### src/rtl/keypad_scanner_if.sv
// Key handshake between the keypad scanner and the Wishbone register front end.
// The scanner presents a latched code; the consumer acknowledges it.
interface keypad_scanner_if;
    logic [3:0] key_code;
    logic       key_valid;
    logic       key_ack;
    logic       overrun;

    modport master (
        output key_code,
        output key_valid,
        output overrun,
        input  key_ack
    );

    modport slave (
        input  key_code,
        input  key_valid,
        input  overrun,
        output key_ack
    );
endinterface

### src/rtl/keypad_scanner.sv
// 4x4 matrix keypad scanner: walks active-low columns on each scan tick,
// debounces a press on the sampled rows and latches its code for the consumer.
module keypad_scanner #(
    parameter int DEBOUNCE_TICKS = 3
) (
    input  logic                clk,
    input  logic                rst,
    input  logic                tick,
    input  logic [3:0]          row_in,
    output logic [3:0]          col_out,
    keypad_scanner_if.master    kif
);
    localparam int CW = $clog2(DEBOUNCE_TICKS + 1);

    typedef enum logic [1:0] {SCAN, DEBOUNCE, HOLD} state_t;

    state_t        state_q, state_d;
    logic [3:0]    sync_q, rows_s_q;
    logic [1:0]    c_q, c_d;
    logic [1:0]    r_q, r_d;
    logic [CW-1:0] cnt_q, cnt_d;
    logic [CW-1:0] cnt_inc;
    logic [3:0]    col_q, col_d;
    logic [3:0]    key_code_q, key_code_d;
    logic          key_valid_q, key_valid_d;
    logic          overrun_q, overrun_d;
    logic          latch;
    logic [1:0]    low_idx;

    assign cnt_inc = cnt_q + CW'(1);

    // Lowest-numbered asserted (low) row wins when several are pressed.
    always_comb begin
        low_idx = 2'd0;
        for (int i = 3; i >= 0; i--) begin
            if (!rows_s_q[i]) low_idx = 2'(i);
        end
    end

    always_ff @(posedge clk) begin
        if (rst) begin
            state_q     <= SCAN;
            sync_q      <= 4'hF;
            rows_s_q    <= 4'hF;
            c_q         <= 2'd0;
            r_q         <= 2'd0;
            cnt_q       <= '0;
            col_q       <= 4'b1110;
            key_code_q  <= 4'd0;
            key_valid_q <= 1'b0;
            overrun_q   <= 1'b0;
        end else begin
            state_q     <= state_d;
            sync_q      <= row_in;
            rows_s_q    <= sync_q;
            c_q         <= c_d;
            r_q         <= r_d;
            cnt_q       <= cnt_d;
            col_q       <= col_d;
            key_code_q  <= key_code_d;
            key_valid_q <= key_valid_d;
            overrun_q   <= overrun_d;
        end
    end

    always_comb begin
        state_d = state_q;
        c_d     = c_q;
        r_d     = r_q;
        cnt_d   = cnt_q;
        latch   = 1'b0;
        if (tick) begin
            case (state_q)
                SCAN: begin
                    if (rows_s_q == 4'hF) begin
                        c_d = c_q + 2'd1;
                    end else begin
                        r_d = low_idx;
                        if (DEBOUNCE_TICKS == 1) begin
                            latch   = 1'b1;
                            cnt_d   = '0;
                            state_d = HOLD;
                        end else begin
                            cnt_d   = CW'(1);
                            state_d = DEBOUNCE;
                        end
                    end
                end
                DEBOUNCE: begin
                    if (rows_s_q[r_q]) begin
                        cnt_d   = '0;
                        state_d = SCAN;
                    end else if (cnt_inc == CW'(DEBOUNCE_TICKS)) begin
                        latch   = 1'b1;
                        cnt_d   = '0;
                        state_d = HOLD;
                    end else begin
                        cnt_d = cnt_inc;
                    end
                end
                HOLD: begin
                    // Only the latched key's row matters; other keys are ignored.
                    if (!rows_s_q[r_q]) begin
                        cnt_d = '0;
                    end else if (cnt_inc == CW'(DEBOUNCE_TICKS)) begin
                        cnt_d   = '0;
                        c_d     = c_q + 2'd1;
                        state_d = SCAN;
                    end else begin
                        cnt_d = cnt_inc;
                    end
                end
                default: state_d = SCAN;
            endcase
        end
    end

    always_comb begin
        col_d       = ~(4'b0001 << c_d);
        key_code_d  = key_code_q;
        key_valid_d = key_valid_q;
        overrun_d   = overrun_q;
        if (kif.key_ack && key_valid_q) begin
            key_valid_d = 1'b0;
            overrun_d   = 1'b0;
        end
        // A same-cycle ack frees the slot, so the new key is taken instead of lost.
        if (latch) begin
            if (!key_valid_q || kif.key_ack) begin
                key_code_d  = {r_d, c_q};
                key_valid_d = 1'b1;
            end else begin
                overrun_d = 1'b1;
            end
        end
    end

    assign col_out       = col_q;
    assign kif.key_code  = key_code_q;
    assign kif.key_valid = key_valid_q;
    assign kif.overrun   = overrun_q;
endmodule
### src/flat_wrapper.sv
// flat-port wrapper written by rule: the top's interface ports become plain ports
module keypad_scanner_flat 
#(
    parameter int DEBOUNCE_TICKS = 3
)
  (clk, rst, tick, row_in, col_out, kif_key_code, kif_key_valid, kif_overrun, kif_key_ack);
  keypad_scanner_if kif_i ();
  input  logic clk;
  input  logic rst;
  input  logic tick;
  input  logic [3:0] row_in;
  output logic [3:0] col_out;
  output wire logic [$bits(kif_i.key_code)-1:0] kif_key_code;
  output wire logic [$bits(kif_i.key_valid)-1:0] kif_key_valid;
  output wire logic [$bits(kif_i.overrun)-1:0] kif_overrun;
  input wire logic [$bits(kif_i.key_ack)-1:0] kif_key_ack;
  assign kif_key_code = kif_i.key_code;
  assign kif_key_valid = kif_i.key_valid;
  assign kif_overrun = kif_i.overrun;
  assign kif_i.key_ack = kif_key_ack;
  keypad_scanner #(.DEBOUNCE_TICKS(DEBOUNCE_TICKS)) u_core (.clk(clk), .rst(rst), .tick(tick), .row_in(row_in), .col_out(col_out), .kif(kif_i));
endmodule
### config.mk
export PLATFORM = sky130hd
export DESIGN_NAME = keypad_scanner_flat
export DESIGN_NICKNAME = d
export VERILOG_FILES = /design/src/rtl/keypad_scanner_if.sv /design/src/rtl/keypad_scanner.sv /design/src/flat_wrapper.sv
export SDC_FILE = /design/constraint.sdc
export NUM_CORES = 1
export LEC_CHECK = 0
export CORE_MARGIN = 3
export CORE_UTILIZATION = 45
export CTS_CLUSTER_DIAMETER = 50
export DETAILED_ROUTE_END_ITERATION = 8
export HOLD_SLACK_MARGIN = 0.03
export PLACE_DENSITY = 0.69
export SYNTH_ARGS = -nofsm -noshare
export SYNTH_HDL_FRONTEND = slang
export SYNTH_SLANG_ARGS = --single-unit
### constraint.sdc
create_clock -name clk -period 3.9 [get_ports clk]
set_input_delay 0.39 -clock clk [delete_from_list [all_inputs] [get_ports clk]]
set_output_delay 0.39 -clock clk [all_outputs]
set_load 0.005 [all_outputs]
* Word level (Yosys, flattened, before mapping) *
Cells that the tools add are included.

storage, ports and cells
  bits in registers = 26
  word-level logic and storage cells = 65

operators by class
  reduce and logical (&&, ||, !) cells = 8
  shifts and indexed selects = 1
  eq/ne operators = 8
  add/subtract/negate cells = 2
  bitwise gates (word level) = 1
  magnitude comparators = 1
  multiplexer cells = 34

operator list
  operator                                                                       number
  2-bit two-way mux                                                              19
  2-bit case mux with 3 select lines                                             2
  1-bit two-way mux                                                              11
  5-bit AND reduction                                                            1
  2-bit by 1-bit adder with 2-bit output (second input constant)                 2
  2-bit equality test (second input constant)                                    2
  4-bit equality test (second input constant)                                    1
  2-bit by 1-bit != test with 1-bit output (second input constant)               2
  4-bit NOT                                                                      1
  2-bit case mux with 2 select lines                                             1
  1-bit by 2-bit left shift with 4-bit output (first input constant)             1
  2-bit by 3-bit less-than comparator with 1-bit output (second input constant)  1
  3-bit by 1-bit != test with 1-bit output (second input constant)               1
  3-bit AND reduction                                                            1
  3-bit nonzero test                                                             1
  1-bit binary-select mux with 2-bit select                                      1
  2-bit by 1-bit equality test with 1-bit output (second input constant)         1
  2-bit logical NOT                                                              1
  2-bit != test (second input constant)                                          1
  2-bit AND reduction                                                            1
  1-bit logical AND                                                              1
  1-bit logical NOT                                                              1
  1-bit logical OR                                                               1

* Depth between registers and ports, before layout *
  depth in word-level cells = 8
  depth in mapped cells = 7

* Worst setup path after synthesis *
OpenSTA, ideal clock, no wires.

  path type = register to register
  start point = register u_core.r_q[0]
  end point = register u_core.col_q[1], in the netlist u_core.col_out[1]
  setup time = 127 ps
  required time = 3,773 ps
  arrival time = 1,781 ps
  slack = 1,992 ps
  stages on the path, launching flop included = 6
  path buffers = 0
  clock period less this slack = 1,908 ps
  cells stage by stage = dfxtp_1 -> mux4_2 -> and3_1 -> a31oi_1 -> o211a_1 -> or3b_1

on the way
  longest elaborated chain between the ends = 7

ends and longest elaborated chain
  element                                      line                   source
  start, declared                              keypad_scanner.sv:20   logic [1:0] r_q, r_d;
  start signal, assigned                       keypad_scanner.sv:57   r_q <= r_d;
  1-bit binary-select mux with 2-bit select    keypad_scanner.sv:103  if (!rows_s_q[r_q]) begin
  1-bit two-way mux (implied by the code)      keypad_scanner.sv:103
  2-bit two-way mux                            keypad_scanner.sv:103
  2-bit case mux with 2 select lines           keypad_scanner.sv:73   case (state_q)
  2-bit two-way mux                            keypad_scanner.sv:72   if (tick) begin
  1-bit by 2-bit left shift with 4-bit output  keypad_scanner.sv:119  col_d = ~(4'b0001 << c_d);
  4-bit NOT                                    keypad_scanner.sv:119
  end signal, assigned                         keypad_scanner.sv:59   col_q <= col_d;
  end, declared                                keypad_scanner.sv:23   logic [3:0] col_q, col_d;

No other way between the ends. The select of a mux whose other input is x is not followed.
A chain may end at the register's enable or synchronous reset.

* Final worst setup path *
  start point = register u_core.r_q[0]
  end point = register u_core.key_code_q[1], in the netlist u_core.kif.key_code[1]

on the way
  longest elaborated chain between the ends = 6

ends and longest elaborated chain
  element                                    line                  source
  1-bit binary-select mux with 2-bit select  keypad_scanner.sv:90  if (rows_s_q[r_q]) begin
  1-bit two-way mux (implied by the code)    keypad_scanner.sv:90
  1-bit two-way mux                          keypad_scanner.sv:90
  1-bit two-way mux                          keypad_scanner.sv:73
  1-bit two-way mux                          keypad_scanner.sv:72
  2-bit AND reduction (no source line)       --
  end signal, assigned                       keypad_scanner.sv:60  key_code_q <= key_code_d;
  end, declared                              keypad_scanner.sv:24  logic [3:0] key_code_q, key_code_d;

No other way between the ends. The select of a mux whose other input is x is not followed.

==> run metrics <==
vias in the first global route=753; Max IR drop VDD=0.000269 V; Avg Inst Size Synth=9.44 um^2; commonest non-fill, non-tap cell in the layout=dfxtp_1; worst rel slew slack=48.2%; Post-Synth Simple-Gate Area=21.0%; CP max FO=8; worst path arrival time=2.33 ns; post-synthesis xor/xnor area fraction=0%; post-route cell area=0.00132 mm^2; die height=55.3 um; compound-cell area share of the yosys netlist=15.4%; Tmin final=2.14 ns; Final nets=146; final global-route overflow total=0; Power per Cell Area=364 mW/mm^2; Register Area=520 um^2; max_cap viols=0; WL/cell=11.8 um; clock sink total=26; pin count of the biggest net entering global routing=27; LEAKAGE=0.502 nW; max incr delay on CP=0.61 ns; core footprint=0.00225 mm^2; Final Slew Violations=0; CP Cell Sequence=mux4_2 -> nand4b_1 -> nor2b_1 -> mux2i_1 -> nor2_1; Post-Syn Area=0.00109 mm^2; routed vias/inst=5.34; num rows=17; clk_skew=0.00994 ns; largest family of logic cells by synthesized area=simple AND/OR/NAND/NOR gates; detailed placement HPWL=1.41 mm; starting DRC count in detailed routing=3; CTS root buffer=clkbuf_4; multi-input logic area=532 um^2; IO Pins=18; layout cells sized above 1=12.0%; initial antenna violation count=0; critical path class=flip-flop to flip-flop; CTS resizes=0; Layout Utilization=58.5%; run status=completed; Yosys cell types=34; clk_lat worst skew=0.32 ns; Mapped Cells=116; cts bufs inserted=3; first-pass GRT wire length=3.27 mm; Fin Setup TNS=0 ns; # DRC=0; Seq cells post-synth=26; fin crit share=54.9%; Critical Path RT=4.08 ns; ANT cells=0; WL final=1.91 mm; number of fill cells=205; Die W=55.3 um; CTS max path bufs=2; Port Buffers=17; post-synthesis mux area share=7.54%; RSZ-0062 raised after global routing=no; CTS H-tree depth=1; Post-CTS Hold Buffers=0; worst-margin pin slew=0.775 ns; Starting Density=48.6%; Crit. End Element=flip-flop; post-synthesis sequential area ratio=47.5%; Area growth, synth to finish=20.6%; Vias=859; CTS tree=yes; most frequent cells in the layout=dfxtp_1 (26), clkdlybuf4s50_1 (17), nor2_1 (10); yosys warns=0; final hold vios=0; Die ar.=0.00306 mm^2; Synth Area in Adders=4.57%; GP Congestion=0.877; Hold Crit Class=flip-flop to flip-flop; area post-placement=0.00128 mm^2; slowest cell on the critical path=mux4_2; setup bufs post-CTS=0; Clock transition at path regs=0.14 ns; # setup viols final=0; syn_nets=128; number of cells on the worst reg-to-reg path=5; Tot GR Track Use=13.1%; fmax=467 MHz; post-route ant nets=0; Worst setup SP type=flip-flop; DRT Pass-1 Iters=4; Hold Crit Depth=1
-- worst paths after layout --
check                                 startpoint                endpoint  slack, ns
worst max-delay path               u_core.r_q[0]  u_core.kif.key_code[1]       1.76
worst min-delay path            u_core.sync_q[2]      u_core.rows_s_q[2]       0.43
worst max register to register     u_core.r_q[0]  u_core.kif.key_code[1]       1.76
worst min register to register  u_core.sync_q[2]      u_core.rows_s_q[2]       0.43
-- worst max-delay path: cells and delay by family, from the launching register on --
family        cells  cell delay, ns
simple gates      3            0.76
flops             1            0.40
mux               2            0.86
-- logic make-up after synthesis --
family,count (synthesis)
multiplexers,7
flip-flops,26
buffers and inverters,11
adder cells (fa/ha/maj),4
AO/OA/AOI/OAI,25
AND/OR/NAND/NOR,43
-- metal layers --
layer | vias to the layer above | part of all wire, % | global-route usage [%]
met3 | 2 | 3.5 | 2.80
li1 | 442 | - | -
met1 | 403 | 47 | 16.6
met5 | - | 0 | 0
met2 | 12 | 48 | 22.0
met4 | 0 | 0.63 | 4.17
-- where the power goes --
group / internal [mW] / switching [mW] / leakage [nW]
logic: 0.0325 / 0.0285 / 0.268
registers: 0.278 / 0.00870 / 0.213
clock network: 0.0570 / 0.0755 / 0.0210
total: 0.368 / 0.113 / 0.502
-- per-stage QoR --
step | std cells | hold WS [ns] | setup slack [ns] | total power [mW]
2_1_floorplan | 116 | 0.389 | 1.99 | 0.331
3_3_place_gp | 157 | 0.392 | 1.66 | 0.353
3_5_place_dp | 157 | 0.395 | 1.63 | 0.354
4_1_cts | 161 | 0.428 | 1.73 | 0.487
5_1_grt | 161 | 0.443 | 1.55 | 0.505
6_report | 161 | 0.426 | 1.76 | 0.481
-- registers in the layout, summed over array words and instances, names as in the netlist --
signal / flops
u_core.rows_s_q: 4
u_core.sync_q: 4
u_core.cnt_q: 2
u_core.kif.key_valid: 1
u_core.state_q: 2
u_core.kif.key_code: 4
u_core.c_q: 2
u_core.kif.overrun: 1
u_core.r_q: 2
u_core.col_out: 4
-- area by class of cell --
| class | count | share of cell area (%) |
|---|---|---|
| clock buffers | 4 | 2.75 |
| inverters | 7 | 1.99 |
| flip-flops and latches | 26 | 39.4 |
| repair buffers | 17 | 12.9 |
| well taps | 28 | 2.65 |
| multi-input cells | 79 | 40.3 |
-- synthesized netlist by cell type --
cell type / n / share of area, %
a31oi_1: 3 / 1.7
nor3b_1: 1 / 0.69
o22ai_2: 1 / 1.1
nand4_1: 1 / 0.57
or3b_1: 1 / 0.80
mux4_2: 1 / 2.1
a211oi_1: 2 / 1.4
a21o_1: 1 / 0.69
o22ai_1: 2 / 1.1
or3_2: 1 / 0.69
nand2_1: 7 / 2.4
nor3_1: 3 / 1.4
or3b_2: 1 / 0.80
nand3_1: 2 / 0.91
inv_1: 7 / 2.4
o21ai_0: 2 / 0.91
a221oi_1: 1 / 0.80
nand4b_1: 1 / 0.80
a21oi_1: 8 / 3.7
dfxtp_1: 26 / 48
nand2b_1: 3 / 1.7
ha_1: 4 / 4.6
nor2b_1: 3 / 1.7
and3_1: 1 / 0.57
a311oi_1: 1 / 0.80
nor2_1: 10 / 3.4
or2_2: 8 / 4.6
o211ai_1: 1 / 0.69
clkbuf_2: 1 / 0.46
clkbuf_1: 3 / 1.0
a41oi_1: 1 / 0.80
mux2i_1: 6 / 5.5
o211a_1: 1 / 0.91
a32oi_1: 1 / 0.80
Power figures use the tool's default switching activity.
